`src/rtl/multi_byte_adder_pkg.sv`:
```
// Shared types and constants for the byte-serial multi-byte adder.
// Holds the FSM state encoding, the slice width and the signed-overflow helper.
package multi_byte_adder_pkg;

  localparam int BYTE_W = 8;

  typedef enum logic [1:0] {
    IDLE = 2'd0,
    ADD  = 2'd1,
    DONE = 2'd2
  } state_t;

  // Signed overflow from the operand MSBs, the result MSB and the carry out of the MSB.
  function automatic logic signed_ovf(input logic a_msb, input logic b_msb,
                                      input logic s_msb, input logic cout);
    return a_msb ^ b_msb ^ s_msb ^ cout;
  endfunction

endpackage

```
`src/rtl/multi_byte_adder_add8.sv`:
```
// Combinational 8-bit slice adder, reused for every byte of the serial add.
module add8_stage
  import multi_byte_adder_pkg::*;
(
  input  logic [BYTE_W-1:0] a,
  input  logic [BYTE_W-1:0] b,
  input  logic              cin,
  output logic [BYTE_W-1:0] sum,
  output logic              cout
);

  logic [BYTE_W:0] wide_s;

  // Nine-bit sum so the slice carry-out falls out of the top bit.
  always_comb begin
    wide_s = {1'b0, a} + {1'b0, b} + {{BYTE_W{1'b0}}, cin};
    sum    = wide_s[BYTE_W-1:0];
    cout   = wide_s[BYTE_W];
  end

endmodule

```
`src/rtl/multi_byte_adder.sv`:
```
// Byte-serial adder: accepts A, B and cin, adds one byte per cycle LSB first,
// and holds the registered result until the consumer takes it.
module multi_byte_adder
  import multi_byte_adder_pkg::*;
#(
  parameter int NBYTES = 4
) (
  input  logic                     clk,
  input  logic                     rst,
  input  logic                     in_valid,
  output logic                     in_ready,
  input  logic [BYTE_W*NBYTES-1:0] in_a,
  input  logic [BYTE_W*NBYTES-1:0] in_b,
  input  logic                     in_cin,
  output logic                     out_valid,
  input  logic                     out_ready,
  output logic [BYTE_W*NBYTES-1:0] out_sum,
  output logic                     out_cout,
  output logic                     out_ovf
);

  localparam int W     = BYTE_W * NBYTES;
  localparam int IDX_W = (NBYTES > 1) ? $clog2(NBYTES) : 1;
  localparam logic [IDX_W-1:0] LAST_IDX = IDX_W'(NBYTES - 1);

  state_t             state_r;
  logic [IDX_W-1:0]   idx_r;
  logic [W-1:0]       a_r;
  logic [W-1:0]       b_r;
  logic               carry_r;
  logic [BYTE_W-1:0]  a_byte_s;
  logic [BYTE_W-1:0]  b_byte_s;
  logic [BYTE_W-1:0]  sum_byte_s;
  logic               cout_s;

  assign in_ready = (state_r == IDLE);

  // Select the captured operand bytes addressed by the current index.
  always_comb begin
    a_byte_s = a_r[int'(idx_r) * BYTE_W +: BYTE_W];
    b_byte_s = b_r[int'(idx_r) * BYTE_W +: BYTE_W];
  end

  add8_stage u_add8 (
    .a    (a_byte_s),
    .b    (b_byte_s),
    .cin  (carry_r),
    .sum  (sum_byte_s),
    .cout (cout_s)
  );

  // Sequencer: capture operands, ripple one byte per cycle, hold result until taken.
  always_ff @(posedge clk) begin
    if (rst) begin
      state_r   <= IDLE;
      idx_r     <= '0;
      a_r       <= '0;
      b_r       <= '0;
      carry_r   <= 1'b0;
      out_valid <= 1'b0;
      out_sum   <= '0;
      out_cout  <= 1'b0;
      out_ovf   <= 1'b0;
    end else begin
      case (state_r)
        IDLE: begin
          if (in_valid) begin
            a_r     <= in_a;
            b_r     <= in_b;
            carry_r <= in_cin;
            idx_r   <= '0;
            state_r <= ADD;
          end
        end
        ADD: begin
          out_sum[int'(idx_r) * BYTE_W +: BYTE_W] <= sum_byte_s;
          carry_r <= cout_s;
          // The index parks on the last byte; IDLE clears it for the next operation.
          if (idx_r == LAST_IDX) begin
            state_r   <= DONE;
            out_valid <= 1'b1;
            out_cout  <= cout_s;
            out_ovf   <= signed_ovf(a_r[W-1], b_r[W-1], sum_byte_s[BYTE_W-1], cout_s);
          end else begin
            idx_r <= idx_r + IDX_W'(1);
          end
        end
        DONE: begin
          if (out_ready) begin
            out_valid <= 1'b0;
            state_r   <= IDLE;
          end
        end
        default: begin
          state_r   <= IDLE;
          out_valid <= 1'b0;
        end
      endcase
    end
  end

endmodule

```
`config.mk`:
```
export PLATFORM = sky130hd
export DESIGN_NAME = multi_byte_adder
export DESIGN_NICKNAME = d
export VERILOG_FILES = /design/src/rtl/multi_byte_adder_pkg.sv /design/src/rtl/multi_byte_adder_add8.sv /design/src/rtl/multi_byte_adder.sv
export SDC_FILE = /design/constraint.sdc
export NUM_CORES = 1
export LEC_CHECK = 0
export CAP_MARGIN = 25
export CORE_ASPECT_RATIO = 0.5
export CORE_MARGIN = 2
export CORE_UTILIZATION = 39
export CTS_CLUSTER_SIZE = 25
export DETAILED_ROUTE_END_ITERATION = 6
export GPL_TIMING_DRIVEN = 0
export PLACE_DENSITY = 0.65
export SETUP_SLACK_MARGIN = 0.2
export SLEW_MARGIN = 15
export SYNTH_ARGS = -nofsm -noshare
export SYNTH_HDL_FRONTEND = slang
export SYNTH_SLANG_ARGS = --single-unit
```
`constraint.sdc`:
```
create_clock -name clk -period 4.4 [get_ports clk]
set_clock_uncertainty 0.1 [all_clocks]
set_input_delay 0.88 -clock clk [delete_from_list [all_inputs] [get_ports clk]]
set_output_delay 0.88 -clock clk [all_outputs]
set_load 0.01 [all_outputs]
```
==> impl_results.md, run 1 <==
* Setup bufs post-CTS at 0
* PnR worst setup slack at 0.7257 ns
* Fin. max-slew vios at 0
* TritonRoute pass-1 iters at 4
* Die Y at 79.49 µm
* Final setup fails at 0
* Sequential element share of the synthesized area at 0.4685
* Psw at 0.5474 mW
* Hold Path Sink: b_r[4]$_SDFFE_PP0P_
* EDFF count, synth at 0
* Max-cap check violation count at 0
* Bufs and invs on worst path at 2
* Footprint of the multi-input gates at 2210 µm²
* CTS tree: yes
* Sequential share of power at 0.462
* R2R depth at 11
* Antenna violations before repair at 0
* Least-Margin Pin Slew at 0.7149 ns
* Power density over the cells at 363.5 nW/µm²
* Filler instances at 1022
* DR vias at 3912
* Drt drc at 0
* Synthesis-stage register bit count at 104
* Area delta synth->final at 34.40%
* GPL Wtd Cong at 0.8291
* Initial Util at 0.4023
* GRT overflow at 0
* Setup crit end kind: flop
* Pre-CTS WS at 0.1502 ns
* Crit Path Category: reg2reg
* Fin nets at 704
* Internal Power at 1.624 mW
* Crit-path cells: buf_2 > mux4_2 > fa_1 > inv_1 > fa_1 > nor2b_1 > o31a_1 > o21a_1 > o21ai_1 > or3b_4 > o21ai_1
* Hold depth at 2
* Hold_buf cts at 0
* CP arrival at 3.85 ns
* Worst slew margin at 0.5234
* Final critical-path required period at 3.674 ns
* Clk sink count at 104
* Setup tns final at 0 ns
* Register area at 2082 µm²
* Mapped cell area at 4444 µm²
* Clock Pin Slew Worst Setup and Hold Paths at 0.07 ns
* # diodes at 0
* Slowest cell delay on critical path at 0.61 ns
* Critical path's top delay family: compound AO/OA/AOI/OAI gates
* CP Max Fanout at 10
* # rows at 27
* Post-CTS sizing at 1
* Async SR Flop Fraction at 0
* Detailed Route WL at 11910 µm
* F_max at 272.2 MHz
* Critical R2R Capture: out_sum[30]$_SDFFE_PP0P_
* Post-Syn Nets at 591
* Switching portion of total power at 0.2521
* R2R Setup Slk at 0.73 ns
* Post-Synthesis Cells at 507
* Pin count of the biggest net entering global routing at 18
* VDD IR-drop max at 266.9 µV
* Core ar. at 11050 µm²
* Fraction of layout cells with a size suffix above 1 at 0.07051
* Hold crit path type: reg2reg
* Pleak at 2.150 nW
* Clock Tree Root: clkbuf_16
* WL/cell at 15.49 µm
* Unique cell type count in the Yosys netlist at 39
* Die W at 155.0 µm
* Io pins at 105
* Port-buffer cells at 103
* Clk_lat worst skew at 0.35 ns
* YS warnings at 0
* Hold Violations, Final at 0
* Syn Area/Cell at 8.766 µm²
* DP HPWL at 9069 µm
* R2r startpoint: idx_r[0]$_SDFFE_PP0P_
* Vias/cell at 5.087
* CTS Buf Count at 9
* Initial DRC count at 252
* GRT Total Usage at 0.2037
* Tcrit/Tclk final at 0.8351
* Status: finished, final reports clean
* Comb pwr share at 0.141
* Crit path launch type: flop
* H-tree levels at 3
* First-pass GRT wire length at 19400 µm
* RSZ-0062 raised after global routing: no
* Detail Route Antenna Nets at 0
* Vias in the first global route at 3694
* Crit-path slowest cell: mux4_2
* Clock power frac at 0.397
* Top_reg_cell synth: dfxtp_1
* CP required at 4.58 ns
* Hold_sp: b_r[4]$_SDFFE_PP0P_
* Die area at 12320 µm²
* Maximum clock path buffer count at 2
==> logic make-up (layout without fill, tap and decap cells) <==
kind of cell,count (synthesis),in the layout,share of synthesized area
and+or+nand+nor,206,206,0.1982
AOI/OAI and AO/OA,120,120,0.1582
DFF,104,104,0.4685
buffers and inverters,39,156,0.03435
muxes,17,17,0.08333
adders and majority gates,15,15,0.04561
xor gates and xnor gates,6,6,0.01182
==> cells in the final DEF, fill, tap and decap left out, types with 6 or more instances in the layout <==
cell,n
nand2_1,135
dfxtp_1,104
clkdlybuf4s50_1,103
a21oi_1,74
nor2_1,42
a22oi_1,25
clkbuf_1,24
mux4_2,16
ha_1,13
clkbuf_16,9
inv_1,8
o21ai_1,6
==> worst min-delay path, delay by kind of cell (launching register included) <==
kind,cells,cell delay [ns]
DFF,1,0.31
AOI/OAI and AO/OA,1,0.05
and+or+nand+nor,1,0.05
==> cells in the mapped netlist, types with 2 or more instances <==
cell type / instances / area (µm²)
o21ai_0: 2 / 10.01
nor2b_1: 2 / 12.51
a21oi_1: 74 / 370.4
buf_1: 2 / 7.510
nand2b_1: 3 / 18.77
nor2_1: 42 / 157.7
dfxtp_1: 104 / 2082
o21a_1: 2 / 15.01
nand2_2: 4 / 25.02
a22oi_1: 25 / 187.7
buf_2: 2 / 10.01
nor3_1: 5 / 25.02
fa_1: 2 / 40.04
clkbuf_1: 26 / 97.59
o21ai_1: 6 / 30.03
or3_1: 2 / 12.51
mux4_2: 16 / 360.4
nand3_1: 3 / 15.01
a2bb2oi_1: 4 / 35.03
nand2_1: 135 / 506.7
inv_1: 8 / 30.03
nand3b_1: 5 / 37.54
ha_1: 13 / 162.7
xnor2_1: 5 / 43.79
==> sequential cells by signal, indices dropped and copies added (netlist names) <==
register,flops
state_r,2
b_r,32
idx_r,2
carry_r,1
out_sum,32
out_cout,1
out_ovf,1
a_r,32
out_valid,1
==> per-layer routing <==
metal	track usage	vias to the layer above	part of all wire	routed length (µm)
met5	0	-	0	0
met4	0.03611	0	0.0081	96
met3	0.04072	9	0.046	551
met2	0.3244	79	0.45	5404
met1	0.2910	1865	0.49	5856
li1	-	1959	-	-
==> power by group through the flow <==
stage                     registers [mW]  logic, mW  clock network [mW]
after CTS                           1.00      0.308               0.863
final                               1.00      0.305               0.862
after global placement              1.02      0.303                   0
after detailed placement            1.02      0.305                   0
after floorplan                     1.02      0.175                   0
after global routing                1.01      0.338               0.907
==> worst max-delay path by stage <==
| stage | start | endpoint | slack [ns] | depth (start not counted) |
|---|---|---|---|---|
| 4_1_cts | idx_r[1]$_SDFFE_PP0P_ | out_sum[30]$_SDFFE_PP0P_ | 0.41 | 12 |
| 6_report | idx_r[0]$_SDFFE_PP0P_ | out_sum[30]$_SDFFE_PP0P_ | 0.73 | 11 |
| 5_1_grt | idx_r[0]$_SDFFE_PP0P_ | out_sum[30]$_SDFFE_PP0P_ | 0.46 | 11 |
| 3_3_place_gp | idx_r[1]$_SDFFE_PP0P_ | out_sum[30]$_SDFFE_PP0P_ | 0.25 | 12 |
| 3_5_place_dp | idx_r[1]$_SDFFE_PP0P_ | out_sum[30]$_SDFFE_PP0P_ | 0.15 | 12 |
| 2_1_floorplan | idx_r[1]$_SDFFE_PP0P_ | out_sum[30]$_SDFFE_PP0P_ | 0.97 | 12 |
==> per-stage QoR <==
step                      hold WS, ns  area (µm²)  total power, mW    util  cells
after floorplan                0.3331        4444            1.194       -    507
after global placement         0.3405        5657            1.326  0.5121    755
after detailed placement       0.3454        5657            1.330  0.5121    755
after CTS                      0.3546        5977            2.174  0.5411    770
after global routing           0.3738        5973            2.253  0.5407    769
final                          0.3531        5973            2.171  0.5407    769
==> area by class of cell <==
cell class	count	share of cell area
multi-input combinational	364	0.3699
sequential	104	0.3486
timing repair buffer	103	0.1726
clock buffer	9	0.03770
tap	145	0.03037
buffer	30	0.02011
clock inverter	6	0.01571
inverter	8	0.005027
Power figures use the tool's default switching activity.
==> inputs of run 2 (changes only) <==
PLACE_DENSITY = 0.68   (was 0.65)
clock period = 3.38 ns   (was 4.4 ns; I/O delays follow)
==> run 2 against run 1 <==
  * First-iteration DRC count is 7.9% higher
  * Utilization is 1.9 points higher
  * Register-to-register slack worse by 0.50 ns
  * Routed wire length is 4.7% higher
  * Critical path depth stayed put
  * Hold slack better by 0.0016 ns
  * Fmax is 16% higher
  * Global-route usage is 0.44 points higher
  * Setup slack worse by 0.50 ns
  * Design area is 3.5% higher
==> impl_results.md, run 2 (synthesis results as in run 1) <==
* # diodes at 0
* Final setup fails at 0
* Setup crit end kind: flop
* Critical path depth at 11
* Core ar. at 11050 µm²
* Area delta synth->final at 39.05%
* Hold crit path type: reg2reg
* Max-cap check violation count at 0
* Clk_lat worst skew at 0.35 ns
* Detailed Route WL at 12470 µm
* VDD IR-drop max at 270.2 µV
* GPL Wtd Cong at 0.8366
* CP arrival at 3.34 ns
* DR vias at 4069
* Die area at 12320 µm²
* Fin nets at 715
* Fraction of layout cells with a size suffix above 1 at 0.1024
* F_max at 316.6 MHz
* CP required at 3.56 ns
* DP HPWL at 9062 µm
* Met2 routed WL at 5639 µm
* Slowest cell delay on critical path at 0.55 ns
* Initial Util at 0.4023
* Power density over the cells at 472.7 nW/µm²
* Top Registers: a_r (32), b_r (32), out_sum (32)
* CP Max Fanout at 5
* Clock Pin Slew Worst Setup and Hold Paths at 0.07 ns
* Crit-path cells: buf_12 > mux4_2 > fa_2 > inv_2 > fa_2 > nor2b_2 > o31a_1 > o21a_1 > o21ai_1 > or3b_4 > o21ai_1
* Placed cell area at 5665 µm²
* Final non-filler cell total at 780
* Detail Route Antenna Nets at 0
* Pleak at 2.241 nW
* Fin area at 6180 µm²
* Bufs and invs on worst path at 2
* Filler instances at 1032
* Cells after DPL at 755
* GRT overflow at 0
* Fin. max-slew vios at 0
* Crit Path Category: reg2reg
* Footprint of the multi-input gates at 2263 µm²
* Register area at 2087 µm²
* Worst slew margin at 0.5889
* RSZ-0062 raised after global routing: yes
* Setup tns final at 0 ns
* Maximum clock path buffer count at 2
* Antenna violations before repair at 0
* Hold Violations, Final at 0
* Commonest non-fill, non-tap cell in the layout: nand2_1
* Io pins at 105
* CTS tree: yes
* Vias in the first global route at 3919
* Tcrit/Tclk final at 0.9345
* Clk sink count at 104
* WL/cell at 15.98 µm
* Die W at 155.0 µm
* H-tree levels at 3
* Final critical-path required period at 3.159 ns
* Port-buffer cells at 103
* CTS Buf Count at 9
* Crit path launch type: flop
* Met3 WL post-DR at 756 µm
* First-pass GRT wire length at 19690 µm
* Critical path's top delay family: compound AO/OA/AOI/OAI gates
* Hold depth at 2
* Status: finished, final reports clean
* R2R depth at 11
* Crit-path slowest cell: mux4_2
* Initial DRC count at 272
* Vias/cell at 5.217
* DRT met1 WL at 5915 µm
* Least-Margin Pin Slew at 0.6119 ns
* Pre-CTS WS at -0.2965 ns
* Top Metal Used: met4
* GRT Total Usage at 0.2081
* Die Y at 79.49 µm
* Pin count of the biggest net entering global routing at 17
* # rows at 27
* TritonRoute pass-1 iters at 5
* PnR worst setup slack at 0.2214 ns
* Drt drc at 0
* Most frequent cells in the layout: 135 x nand2_1, 103 x clkdlybuf4s50_1, 102 x dfxtp_1
* Clock Tree Root: clkbuf_16
==> run 2: cell count changes in the layout (fill, tap and decap cells not counted), sizes merged <==
cell	change
buf	+9
clkbuf	+3
bufinv	+1
clkinv	-1
clkinvlp	-1
==> run 2: tightest hold or removal path, delay by kind of cell, from the launching register on <==
kind / cells / cell delay, ns
DFF: 1 / 0.31
AOI/OAI and AO/OA: 1 / 0.05
and+or+nand+nor: 1 / 0.05
==> run 2: path summary, 6_finish.rpt <==
check                        start                      end  slack, ns
min            b_r[5]$_SDFFE_PP0P_      b_r[5]$_SDFFE_PP0P_       0.35
max reg2reg  idx_r[0]$_SDFFE_PP0P_  out_sum[6]$_SDFFE_PP0P_       0.22
min reg2reg    b_r[5]$_SDFFE_PP0P_      b_r[5]$_SDFFE_PP0P_       0.35
max          idx_r[0]$_SDFFE_PP0P_  out_sum[6]$_SDFFE_PP0P_       0.22
==> run 2: stage by stage <==
stage	utilization	hold slack [ns]	total power [mW]
after detailed placement	0.5129	0.3467	1.733
after floorplan	-	0.3331	1.556
after CTS	0.5488	0.3552	2.900
after global routing	0.5594	0.3718	3.015
final	0.5594	0.3546	2.921
after global placement	0.5129	0.3402	1.725
==> run 2: cell type report <==
cell class / count / share of cell area
plain buffers: 31 / 0.02612
clock inverters: 5 / 0.01681
clock buffers: 10 / 0.03705
multi-input cells: 364 / 0.3663
flip-flops and latches: 104 / 0.3377
inverters: 8 / 0.004859
repair buffers: 113 / 0.1818
well taps: 145 / 0.02936
==> run 2: routing by layer <==
| metal | vias up | global-route usage |
|---|---|---|
| met5 | - | 0 |
| met4 | 0 | 0.05741 |
| met3 | 16 | 0.04506 |
| met2 | 137 | 0.3351 |
| met1 | 1937 | 0.2846 |
| li1 | 1979 | - |
==> run 2: timing repair <==
action,4_1_cts,5_1_grt
hold buffers,0,0
endpoints found under the setup margin,19,5
gates cloned,0,1
gates resized for setup,14,7
buffers inserted,2,7
pin swaps,0,4
==> run 2: power breakdown <==
group | switching, mW | internal, mW | leakage [nW]
sequential | 0.0300 | 1.28 | 0.849
combinational | 0.224 | 0.211 | 1.23
clock | 0.458 | 0.722 | 0.163
total | 0.712 | 2.21 | 2.24
==> inputs of run 3 (changes only) <==
ABC_AREA = 1   (was not set)
CORE_ASPECT_RATIO = 1.2   (was 0.5)
PLACE_DENSITY = 0.67   (was 0.68)
==> run 3 against run 2 <==
  * Register-to-register slack better by 0.12 ns
  * Synthesized cell count is 25% higher
  * Hold slack better by 0.0097 ns
  * Critical path depth increased by 4
  * Largest power group unchanged
  * Fmax rose by 4.0%
  * Routed wire length is 5.4% higher
  * Die area increased by 4.7%
==> impl_results.md, run 3 <==
* Status: finished, final reports clean
* Mapped cell area at 4679 µm²
* CP Max Fanout at 10
* GRT Total Usage at 0.2067
* Final critical-path required period at 3.036 ns
* Critical R2R Capture: out_ovf$_SDFFE_PP0P_
* Top cells by area, synth: dfxtp_1 44%, nor2_1 13%, o21ai_0 7.9%, nand2_1 6.3%, a21oi_1 3.7%
* Core ar. at 11620 µm²
* Top Registers: a_r (32), b_r (32), out_sum (32)
* Post-Synthesis Cells at 635
* Antenna violations before repair at 0
* YS warnings at 0
* RSZ-0062 raised after global routing: no
* R2r startpoint: idx_r[0]$_SDFFE_PP0P_
* TritonRoute pass-1 iters at 5
* Max-cap check violation count at 0
* First-pass GRT wire length at 20870 µm
* Hold Violations, Final at 0
* Synthesis-stage register bit count at 104
* CP most frequent cell: nand3_1
* Synth top area share at 0.4449
* Vias/cell at 4.962
* Final setup fails at 0
* Global routing met1 resource utilization at 0.2239
* Drt drc at 0
* Tcrit/Tclk final at 0.8984
* Most frequent cells in the layout: 166 x nor2_1, 104 x clkdlybuf4s50_1, 102 x dfxtp_1
* GRT overflow at 0
* Least-Margin Pin Slew at 0.6255 ns
* Grt met3 use at 0.03297
* CTS tree: yes
* VDD IR-drop max at 236.7 µV
* CP required at 3.49 ns
* GPL Wtd Cong at 0.8832
* Clk_lat worst skew at 0.35 ns
* Final core occ at 0.5355
* Sequential element share of the synthesized area at 0.4449
* Clock Pin Slew Worst Setup and Hold Paths at 0.07 ns
* R2R Setup Slk at 0.34 ns
* Setup crit end kind: flop
* Top cells by count, synth: 166 x nor2_1, 104 x dfxtp_1, 78 x nand2_1
* Slowest cell delay on critical path at 0.44 ns
* CTS Buf Count at 9
* CP arrival at 3.14 ns
* Syn Area/Cell at 7.369 µm²
* Most common cell in the synthesized netlist: nor2_1
* Commonest non-fill, non-tap cell in the layout: nor2_1
* Clock Tree Root: clkbuf_16
* Initial DRC count at 194
* Post-Syn Nets at 719
* Hold Path Sink: out_sum[12]$_SDFFE_PP0P_
* Pleak at 2.450 nW
* # rows at 43
* Die area at 12890 µm²
* Area delta synth->final at 32.99%
* Crit Path Category: reg2reg
* DR vias at 4525
* Power density over the cells at 465.1 nW/µm²
* EDFF count, synth at 0
* Clk sink count at 104
* Hold_sp: out_sum[12]$_SDFFE_PP0P_
* Unique cell type count in the Yosys netlist at 41
* Crit path launch type: flop
* Top_reg_cell synth: dfxtp_1
* Maximum clock path buffer count at 2
* Async SR Flop Fraction at 0
* Crit-path slowest cell: dfxtp_4
* Fraction of layout cells with a size suffix above 1 at 0.08344
* F_max at 329.3 MHz
* Fin. max-slew vios at 0
* Vias in the first global route at 4378
* Setup bufs post-CTS at 0
* Initial Util at 0.4027
* Detailed Route WL at 13140 µm
* Io pins at 105
* Die Y at 124.0 µm
* Port-buffer cells at 104
* Hold depth at 2
* # diodes at 0
* Yosys top cell by area: dfxtp_1
* Fin nets at 834
* Worst slew margin at 0.5800
* Setup tns final at 0 ns
* DP HPWL at 10330 µm
* Crit-path cells: clkbuf_4 > clkbuf_4 > nor2_1 > o22ai_1 > fa_1 > inv_1 > fa_1 > inv_1 > nand4_1 > nand3_1 > nand2_1 > nand2_1 > nand3_1 > nand3_1 > a21oi_1
* WL/cell at 14.41 µm
* Pin count of the biggest net entering global routing at 18
* Die W at 104.0 µm
* GRT Max-Usage Layer: met2
* Met2 Usage GRT at 0.4030
* R2R depth at 15
* Detail Route Antenna Nets at 0
* Hold crit path type: reg2reg
* H-tree levels at 3
## run 3: how the worst max path moves through the flow
| stage | depth (start not counted) | startpoint | end |
|---|---|---|---|
| floorplan | 13 | idx_r[0]$_SDFFE_PP0P_ | out_sum[6]$_SDFFE_PP0P_ |
| global placement | 14 | idx_r[0]$_SDFFE_PP0P_ | out_sum[30]$_SDFFE_PP0P_ |
| detailed placement | 14 | idx_r[0]$_SDFFE_PP0P_ | out_sum[30]$_SDFFE_PP0P_ |
| CTS | 14 | idx_r[0]$_SDFFE_PP0P_ | out_sum[30]$_SDFFE_PP0P_ |
| global route | 15 | idx_r[0]$_SDFFE_PP0P_ | out_ovf$_SDFFE_PP0P_ |
| finish | 15 | idx_r[0]$_SDFFE_PP0P_ | out_ovf$_SDFFE_PP0P_ |
## run 3: what timing repair did
item                                    in CTS  in global routing
endpoints found under the hold margin        0                  0
hold buffers                                 0                  0
resized for setup                            3                 12
gates cloned                                 0                  0
endpoints found under the setup margin      13                 16
## run 3: where the power goes
group | internal, mW | leakage, nW | total [mW] | switching, mW
Clock | 0.500 | 0.117 | 0.961 | 0.461
Combinational | 0.247 | 1.48 | 0.581 | 0.334
Sequential | 1.30 | 0.855 | 1.35 | 0.0503
## run 3: metrics by stage
step / worst slack [ns] / instance area, µm² / instances / hold slack [ns] / power [mW]
2_1_floorplan: 0.6855 / 4679 / 635 / 0.3495 / 1.724
6_report: 0.3435 / 6223 / 912 / 0.3643 / 2.894
3_3_place_gp: 0.1111 / 5917 / 896 / 0.3548 / 1.940
3_5_place_dp: 0.04603 / 5917 / 896 / 0.3558 / 1.951
4_1_cts: 0.1917 / 6196 / 912 / 0.3667 / 2.897
5_1_grt: 0.1911 / 6223 / 912 / 0.3918 / 3.028
## run 3: per-layer routing
layer | vias to the layer above | wire, µm
li1 | 2318 | -
met1 | 2039 | 5286
met2 | 144 | 6853
met3 | 24 | 654
met4 | 0 | 346
met5 | - | 0
## run 3: logic make-up (layout without fill, tap and decap cells)
| family | Yosys count | count (layout) | synth area share |
|---|---|---|---|
| xor gates and xnor gates | 6 | 6 | 0.01284 |
| and+or+nand+nor | 290 | 290 | 0.2642 |
| adders and majority gates | 15 | 15 | 0.04332 |
| AOI/OAI and AO/OA | 154 | 154 | 0.1765 |
| DFF | 104 | 104 | 0.4449 |
| buffers and inverters | 66 | 186 | 0.05829 |
## run 3: final cells by class
cell class              instances  area (µm²)
repair buffers                104        1041
clock buffers                  10       229.0
well taps                     157       196.4
inverters                      29       110.1
multi-input cells             465        2332
clock inverters                 6       46.29
plain buffers                  37       181.4
flip-flops and latches        104        2087
fillers                      1176        5398
## run 3: critical path: cells and delay by family (launching register included)
kind,cells,cell delay (ns)
flip-flops,1,0.44
AO/OA/AOI/OAI,2,0.29
adder cells (fa/ha/maj),2,0.66
buffers and inverters,4,0.62
AND/OR/NAND/NOR,7,0.77
